### config.mk
export PLATFORM = sky130hd
export DESIGN_NAME = uart_tx_fifo_flat
export DESIGN_NICKNAME = d
export VERILOG_FILES = /design/src/rtl/uart_tx_fifo_pkg.sv /design/src/rtl/uart_tx_fifo_if.sv /design/src/rtl/uart_fifo_mem.sv /design/src/rtl/uart_tx_fifo.sv /design/src/flat_wrapper.sv
export SDC_FILE = /design/constraint.sdc
export NUM_CORES = 1
export LEC_CHECK = 0
export ABC_AREA = 1
export CORE_UTILIZATION = 25
export DETAILED_ROUTE_END_ITERATION = 10
export SLEW_MARGIN = 10
export SYNTH_ARGS = -nofsm -noshare
export SYNTH_HDL_FRONTEND = slang
export SYNTH_SLANG_ARGS = --single-unit
### constraint.sdc
create_clock -name clk_bus -period 2 [get_ports clk_bus]
set_clock_uncertainty 0.2 [all_clocks]
set_input_delay 0.4 -clock clk_bus [delete_from_list [all_inputs] [get_ports clk_bus]]
set_output_delay 0.4 -clock clk_bus [all_outputs]
set_load 0.01 [all_outputs]
### src/rtl/uart_tx_fifo_pkg.sv
// Shared UART package: FSM state encoding and default sizing constants
// used by the UART transmit and receive blocks.
package uart_tx_fifo_pkg;

    localparam int DEF_DEPTH_LOG2   = 4;
    localparam int DEF_BUSY_TIMEOUT = 63;

    typedef enum logic [1:0] {
        IDLE      = 2'd0,
        WAIT_BUSY = 2'd1,
        WAIT_IDLE = 2'd2
    } tx_state_e;

endpackage

### src/rtl/uart_tx_fifo_if.sv
// Bus-side and transmitter-side signals of the UART transmit FIFO.
// The master modport is the environment; the slave modport is the FIFO.
interface uart_tx_fifo_if #(
    parameter int DEPTH_LOG2 = uart_tx_fifo_pkg::DEF_DEPTH_LOG2
);
    logic                  wr_en;
    logic [7:0]            wr_data;
    logic                  full;
    logic                  empty;
    logic [DEPTH_LOG2:0]   count;
    logic                  overflow;
    logic                  tx_idle;
    logic                  tx_request;
    logic [7:0]            tx_data;

    modport master (
        output wr_en, wr_data, tx_idle,
        input  full, empty, count, overflow, tx_request, tx_data
    );

    modport slave (
        input  wr_en, wr_data, tx_idle,
        output full, empty, count, overflow, tx_request, tx_data
    );
endinterface

### src/rtl/uart_fifo_mem.sv
// Circular byte buffer with synchronous write and combinational head read;
// shared by the UART transmit and receive paths.
module uart_fifo_mem
    import uart_tx_fifo_pkg::*;
#(
    parameter int DEPTH_LOG2 = DEF_DEPTH_LOG2
) (
    input  logic                clk,
    input  logic                rst,
    input  logic                clear,
    input  logic                push,
    input  logic                pop,
    input  logic [7:0]          wr_data,
    output logic [7:0]          head,
    output logic [DEPTH_LOG2:0] count,
    output logic                full,
    output logic                empty,
    output logic                dropped
);
    localparam int DEPTH = 1 << DEPTH_LOG2;
    localparam logic [DEPTH_LOG2:0]   FULL_COUNT = (DEPTH_LOG2 + 1)'(DEPTH);
    localparam logic [DEPTH_LOG2:0]   CNT_ONE    = (DEPTH_LOG2 + 1)'(1);
    localparam logic [DEPTH_LOG2-1:0] PTR_ONE    = DEPTH_LOG2'(1);

    logic [7:0]            mem [DEPTH];
    logic [DEPTH_LOG2-1:0] wr_ptr, rd_ptr;
    logic [DEPTH_LOG2:0]   count_q;
    logic                  do_push, do_pop;

    // A full buffer still accepts a byte when the head leaves in the same cycle.
    assign do_pop  = pop && !empty;
    assign do_push = push && (!full || do_pop);
    assign dropped = push && !do_push;

    assign head  = mem[rd_ptr];
    assign count = count_q;
    assign full  = (count_q == FULL_COUNT);
    assign empty = (count_q == '0);

    // NOTE: the storage array has no reset; the pointers and count alone decide which entries are valid.
    always_ff @(posedge clk) begin
        if (do_push) begin
            mem[wr_ptr] <= wr_data;
        end
    end

    // NOTE: sequential state uses non-blocking assignments so every register samples pre-edge values.
    always_ff @(posedge clk) begin
        if (rst || clear) begin
            wr_ptr  <= '0;
            rd_ptr  <= '0;
            count_q <= '0;
        end else begin
            if (do_push) wr_ptr <= wr_ptr + PTR_ONE;
            if (do_pop)  rd_ptr <= rd_ptr + PTR_ONE;
            case ({do_push, do_pop})
                2'b10:   count_q <= count_q + CNT_ONE;
                2'b01:   count_q <= count_q - CNT_ONE;
                default: count_q <= count_q;
            endcase
        end
    end

endmodule

### src/rtl/uart_tx_fifo.sv
// UART transmit FIFO: buffers bus bytes and launches them one at a time to
// the transmitter. Optional flush input when UART_TX_FIFO_FLUSH_EN is defined.
module uart_tx_fifo
    import uart_tx_fifo_pkg::*;
#(
    parameter int DEPTH_LOG2   = DEF_DEPTH_LOG2,
    parameter int BUSY_TIMEOUT = DEF_BUSY_TIMEOUT
) (
    input  logic clk_bus,
    input  logic rst,
`ifdef UART_TX_FIFO_FLUSH_EN
    input  logic flush,
`endif
    uart_tx_fifo_if.slave bus
);
    localparam int TIMER_W = (BUSY_TIMEOUT > 1) ? $clog2(BUSY_TIMEOUT) : 1;
    localparam logic [TIMER_W-1:0] TIMEOUT_LAST = TIMER_W'(BUSY_TIMEOUT - 1);
    localparam logic [TIMER_W-1:0] TIMER_ONE    = TIMER_W'(1);

    tx_state_e          state_q, state_d;
    logic [TIMER_W-1:0] timer_q, timer_d;
    logic               launch;
    logic               clear;
    logic               dropped;
    logic [7:0]         head;
    logic               overflow_q;
    logic               tx_request_q;
    logic [7:0]         tx_data_q;

`ifdef UART_TX_FIFO_FLUSH_EN
    assign clear = flush;
`else
    assign clear = 1'b0;
`endif

    uart_fifo_mem #(
        .DEPTH_LOG2 (DEPTH_LOG2)
    ) u_mem (
        .clk     (clk_bus),
        .rst     (rst),
        .clear   (clear),
        .push    (bus.wr_en),
        .pop     (launch),
        .wr_data (bus.wr_data),
        .head    (head),
        .count   (bus.count),
        .full    (bus.full),
        .empty   (bus.empty),
        .dropped (dropped)
    );

    // NOTE: every signal driven here gets a default first so no path can infer a latch.
    always_comb begin
        state_d = state_q;
        timer_d = timer_q;
        launch  = 1'b0;
        case (state_q)
            IDLE: begin
                timer_d = '0;
                // count is registered, so a byte pushed this cycle launches no earlier than the next.
                if (!bus.empty && bus.tx_idle) begin
                    launch  = 1'b1;
                    state_d = WAIT_BUSY;
                end
            end
            WAIT_BUSY: begin
                if (!bus.tx_idle) begin
                    state_d = WAIT_IDLE;
                end else if (timer_q == TIMEOUT_LAST) begin
                    state_d = IDLE;
                end else begin
                    timer_d = timer_q + TIMER_ONE;
                end
            end
            WAIT_IDLE: begin
                if (bus.tx_idle) state_d = IDLE;
            end
            default: state_d = IDLE;
        endcase
    end

    always_ff @(posedge clk_bus) begin
        if (rst) begin
            state_q      <= IDLE;
            timer_q      <= '0;
            tx_request_q <= 1'b0;
            tx_data_q    <= 8'h00;
            overflow_q   <= 1'b0;
        end else begin
            state_q      <= state_d;
            timer_q      <= timer_d;
            tx_request_q <= launch;
            if (launch) tx_data_q <= head;
            if (clear) begin
                overflow_q <= 1'b0;
            end else if (dropped) begin
                overflow_q <= 1'b1;
            end
        end
    end

    assign bus.tx_request = tx_request_q;
    assign bus.tx_data    = tx_data_q;
    assign bus.overflow   = overflow_q;

endmodule

### src/flat_wrapper.sv
// flat-port wrapper written by rule: the top's interface ports become plain ports
module uart_tx_fifo_flat import uart_tx_fifo_pkg::*;
#(
    parameter int DEPTH_LOG2   = DEF_DEPTH_LOG2,
    parameter int BUSY_TIMEOUT = DEF_BUSY_TIMEOUT
)
  (clk_bus, rst, bus_wr_en, bus_wr_data, bus_tx_idle, bus_full, bus_empty, bus_count, bus_overflow, bus_tx_request, bus_tx_data);
  uart_tx_fifo_if #(.DEPTH_LOG2(DEPTH_LOG2)) bus_i ();
  input  logic clk_bus;
  input  logic rst;
  input wire logic [$bits(bus_i.wr_en)-1:0] bus_wr_en;
  input wire logic [$bits(bus_i.wr_data)-1:0] bus_wr_data;
  input wire logic [$bits(bus_i.tx_idle)-1:0] bus_tx_idle;
  output wire logic [$bits(bus_i.full)-1:0] bus_full;
  output wire logic [$bits(bus_i.empty)-1:0] bus_empty;
  output wire logic [$bits(bus_i.count)-1:0] bus_count;
  output wire logic [$bits(bus_i.overflow)-1:0] bus_overflow;
  output wire logic [$bits(bus_i.tx_request)-1:0] bus_tx_request;
  output wire logic [$bits(bus_i.tx_data)-1:0] bus_tx_data;
  assign bus_i.wr_en = bus_wr_en;
  assign bus_i.wr_data = bus_wr_data;
  assign bus_i.tx_idle = bus_tx_idle;
  assign bus_full = bus_i.full;
  assign bus_empty = bus_i.empty;
  assign bus_count = bus_i.count;
  assign bus_overflow = bus_i.overflow;
  assign bus_tx_request = bus_i.tx_request;
  assign bus_tx_data = bus_i.tx_data;
  uart_tx_fifo #(.DEPTH_LOG2(DEPTH_LOG2), .BUSY_TIMEOUT(BUSY_TIMEOUT)) u_core (.clk_bus(clk_bus), .rst(rst), .bus(bus_i));
endmodule
==> load_flow_metrics.sql <==
INSERT INTO impl_metrics (metric_group, metric, value, unit) VALUES
('critical_path', 'critical_path.reg2reg.endpoint', 'u_core.u_mem.count[3]$_SDFFE_PP0P_', ''),
('critical_path', 'regToRegStartpoint', 'u_core.u_mem.count[3]$_SDFFE_PP0P_', ''),
('power_and_ir_drop', 'vdd.ir_drop.worst', '0.000577', 'V'),
('timing', 'max_slew_vio_count', '0', ''),
('global_route', 'grt_util_all_layers', '12.3', '%'),
('detailed_routing', 'detail_route.wirelength', '16800', 'µm'),
('clocking', 'cts-htree-levels', '4', ''),
('power_and_ir_drop', 'power.density_cell_area', '1210', 'nW/µm²'),
('floorplan', 'die_width', '169', 'µm'),
('floorplan', 'fp.dieArea', '28700', 'µm²'),
('critical_path', 'worstPathMaxFanout', '4', ''),
('final_layout', 'layout_commonest_cell', 'sky130_fd_sc_hd__nand2_1', ''),
('global_route', 'grt_remaining_overflow', '0', ''),
('synth', 'avgSynthCellArea', '9.63', 'µm²'),
('detailed_routing', 'drt.antenna.violating_nets', '0', ''),
('detailed_routing', 'vias_per_cell', '4.24', ''),
('synth', 'synth.net_count', '751', ''),
('timing', 'tightest_slew', '0.589', 'ns'),
('clocking', 'cts_tree', 'yes', ''),
('floorplan', 'number_of_top_level_pins', '29', ''),
('timing', 'min_period', '2.03', 'ns'),
('critical_path', 'critical_path_class', 'flop to flop', ''),
('final_layout', 'number_of_diodes_added_for_antenna_fixing', '0', ''),
('synth', 'syn_inst', '728', ''),
('job', 'timing.max_cap.violations', '0', ''),
('global_route', 'grt_first_pass_wirelength', '26400', 'µm'),
('floorplan', 'std_cell_rows', '60', ''),
('critical_path', 'regToRegSetupSlack', '-0.03', 'ns'),
('synth', 'synth_compound_area_share', '2.73', '%'),
('hold_path', 'worstHoldEndpoint', 'u_core.state_q[0]$_SDFFE_PP0P_', ''),
('synth', 'yosys.area_share.xor_xnor', '0.625', '%'),
('final_layout', 'layoutNonFillerInstCount', '1191', ''),
('clocking', 'clock_tree.root_cell', 'sky130_fd_sc_hd__clkbuf_16', ''),
('synth', 'synth_flop_cell', 'sky130_fd_sc_hd__edfxtp_1', ''),
('detailed_routing', 'route.vias.total', '5049', ''),
('timing', 'final-setup-viol-count', '1', ''),
('global_route', 'grt_max_degree', '43', ''),
('placement', 'dp_cells', '1157', ''),
('detailed_routing', 'route.detailed.drc', '0', ''),
('timing', 'final_hold_viol_count', '0', ''),
('final_layout', 'areaGrowthSynthToFinish', '26.0', '%'),
('synth', 'combinational_family_with_the_most_area_after_synthesis', 'simple AND/OR/NAND/NOR gates', ''),
('critical_path', 'start_kind', 'flop', ''),
('placement', 'dp_slack', '-0.567', 'ns'),
('placement', 'port_buffers', '28', ''),
('clocking', 'clk_pin_slew', '0.07', 'ns'),
('timing', 'worst_slack', '-0.0286', 'ns'),
('synth', 'synth.yosys.seq_area_share', '63.7', '%'),
('clocking', 'numCtsBuffers', '17', ''),
('global_route', 'vias_in_the_first_global_route', '4930', ''),
('placement', 'dp.final_hpwl', '10700', 'µm'),
('timing', 'slew_headroom', '60.5', '%'),
('synth', 'synth_async_sr_flop_share', '0', '%'),
('clocking', 'cts_sinks', '159', ''),
('status', 'violations', 'negative setup slack', ''),
('floorplan', 'chipHeight', '169', 'µm'),
('synth', 'synth_seq_cells', '159', ''),
('clocking', 'worstSkewPairLatency', '0.43', 'ns'),
('timing', 'grt_setup_unrepaired', 'yes', ''),
('floorplan', 'floorplan.initialDensity', '25.7', '%'),
('hold_path', 'min_from', 'bus_tx_idle', ''),
('synth', 'synth.yosys.warnings', '0', ''),
('synth', 'synth_fa_ha_area_share', '2.07', '%'),
('global_route', 'grt_antenna_before_repair', '0', ''),
('hold_path', 'hold_depth', '3', ''),
('synth', 'synth-edff-count', '128', ''),
('critical_path', 'arrival', '2.14', 'ns'),
('power_and_ir_drop', 'total_power', '0.0107', 'W'),
('synth', 'mux_contribution_to_synthesized_area', '0', '%'),
('hold_path', 'min-delay-path-class', 'input port to flop', ''),
('status', 'outcome', 'finished with violations', '');
## state kept, by name, summed over array words and instances (netlist names)
name	cells
u_core.u_mem.mem	128
u_core.u_mem.count	5
u_core.bus.tx_data	8
u_core.bus.overflow	1
u_core.bus.tx_request	1
u_core.timer_q	6
u_core.u_mem.rd_ptr	4
u_core.state_q	2
u_core.u_mem.wr_ptr	4
## area by class of cell
cell class	instances	area, µm²
sequential	159	4470
tap	372	465
inverter	101	384
multi-input combinational	439	2110
clock buffer	17	425
clock inverter	15	168
timing repair buffer	88	808
fill	2758	18400
## worst max path at each step
stage                                  startpoint                                  to  depth (start not counted)
6_report       u_core.u_mem.count[3]$_SDFFE_PP0P_  u_core.u_mem.count[3]$_SDFFE_PP0P_                         13
2_1_floorplan                         bus_tx_idle  u_core.u_mem.count[4]$_SDFFE_PP0P_                         11
3_3_place_gp                          bus_tx_idle  u_core.u_mem.count[3]$_SDFFE_PP0P_                         13
3_5_place_dp                          bus_tx_idle  u_core.u_mem.count[4]$_SDFFE_PP0P_                         14
4_1_cts        u_core.u_mem.count[0]$_SDFFE_PP0P_  u_core.u_mem.count[3]$_SDFFE_PP0P_                         14
5_1_grt        u_core.u_mem.count[3]$_SDFFE_PP0P_  u_core.u_mem.count[3]$_SDFFE_PP0P_                         13
## synthesized netlist by cell type (2+ instances only)
library cell	number	area, µm²
sky130_fd_sc_hd__a21oi_1	16	80.1
sky130_fd_sc_hd__buf_2	20	100
sky130_fd_sc_hd__clkbuf_1	7	26.3
sky130_fd_sc_hd__clkinv_1	2	7.51
sky130_fd_sc_hd__dfxtp_1	31	621
sky130_fd_sc_hd__edfxtp_1	128	3840
sky130_fd_sc_hd__ha_1	10	125
sky130_fd_sc_hd__inv_1	96	360
sky130_fd_sc_hd__inv_2	3	11.3
sky130_fd_sc_hd__nand2_1	197	739
sky130_fd_sc_hd__nand2_2	3	18.8
sky130_fd_sc_hd__nand3_1	106	531
sky130_fd_sc_hd__nand4_1	2	12.5
sky130_fd_sc_hd__nor2_1	74	278
sky130_fd_sc_hd__o21ai_0	16	80.1
sky130_fd_sc_hd__xnor2_1	3	26.3
sky130_fd_sc_hd__xor2_1	2	17.5
## where the power goes
part	switching, W	internal (W)	total [W]	leakage [nW]
Combinational	0.00210	0.00142	0.00352	1.94
Clock	0.00146	0.00178	0.00324	0.293
Sequential	0.000155	0.00381	0.00396	1.41
## per-layer routing
metal  vias to the layer above  share of wire, %  GRT usage, %
li1                       2520                 -             -
met1                      2370                46          16.2
met2                       133                47          19.9
met3                        26               5.0          2.92
met4                         0               1.6          4.07
met5                         -                 0             0
## cell families (layout without fill, tap and decap cells)
group | count (synthesis) | count (layout)
buffers and inverters | 130 | 221
DFF | 159 | 159
and+or+nand+nor | 387 | 387
xor gates and xnor gates | 5 | 5
adders and majority gates | 11 | 11
AOI/OAI and AO/OA | 36 | 36
## worst max-delay path, stage by stage, from the launching register on
cell and delay, ns:
sky130_fd_sc_hd__dfxtp_2 0.34, sky130_fd_sc_hd__nor2_4 0.12, sky130_fd_sc_hd__buf_6 0.11, sky130_fd_sc_hd__nand3_4 0.07, sky130_fd_sc_hd__nand2_4 0.09, sky130_fd_sc_hd__inv_4 0.04, sky130_fd_sc_hd__nand2_4 0.08, sky130_fd_sc_hd__inv_4 0.06
sky130_fd_sc_hd__ha_4 0.23, sky130_fd_sc_hd__a21oi_2 0.17, sky130_fd_sc_hd__nand2_2 0.07, sky130_fd_sc_hd__xor2_1 0.15, sky130_fd_sc_hd__nor2_1 0.12, sky130_fd_sc_hd__nor2_1 0.07
## per-stage QoR
stage	area, µm²	TNS, ns	hold WS [ns]
floorplan	7020	-0.135	0.262
global placement	8120	-62.56	0.252
detailed placement	8120	-62.67	0.267
CTS	8770	0	0.257
global route	8830	-0.380	0.266
finish	8830	-0.0286	0.272
## what timing repair did
action | in CTS | in global routing
buffers inserted | 2 | 0
endpoints found under the setup margin | 82 | 21
hold endpoints to repair | 0 | 0
gates resized for setup | 30 | 12
hold buffers | 0 | 0
pin swaps | 4 | 12
No activity file was read; power rests on OpenSTA's default activity.
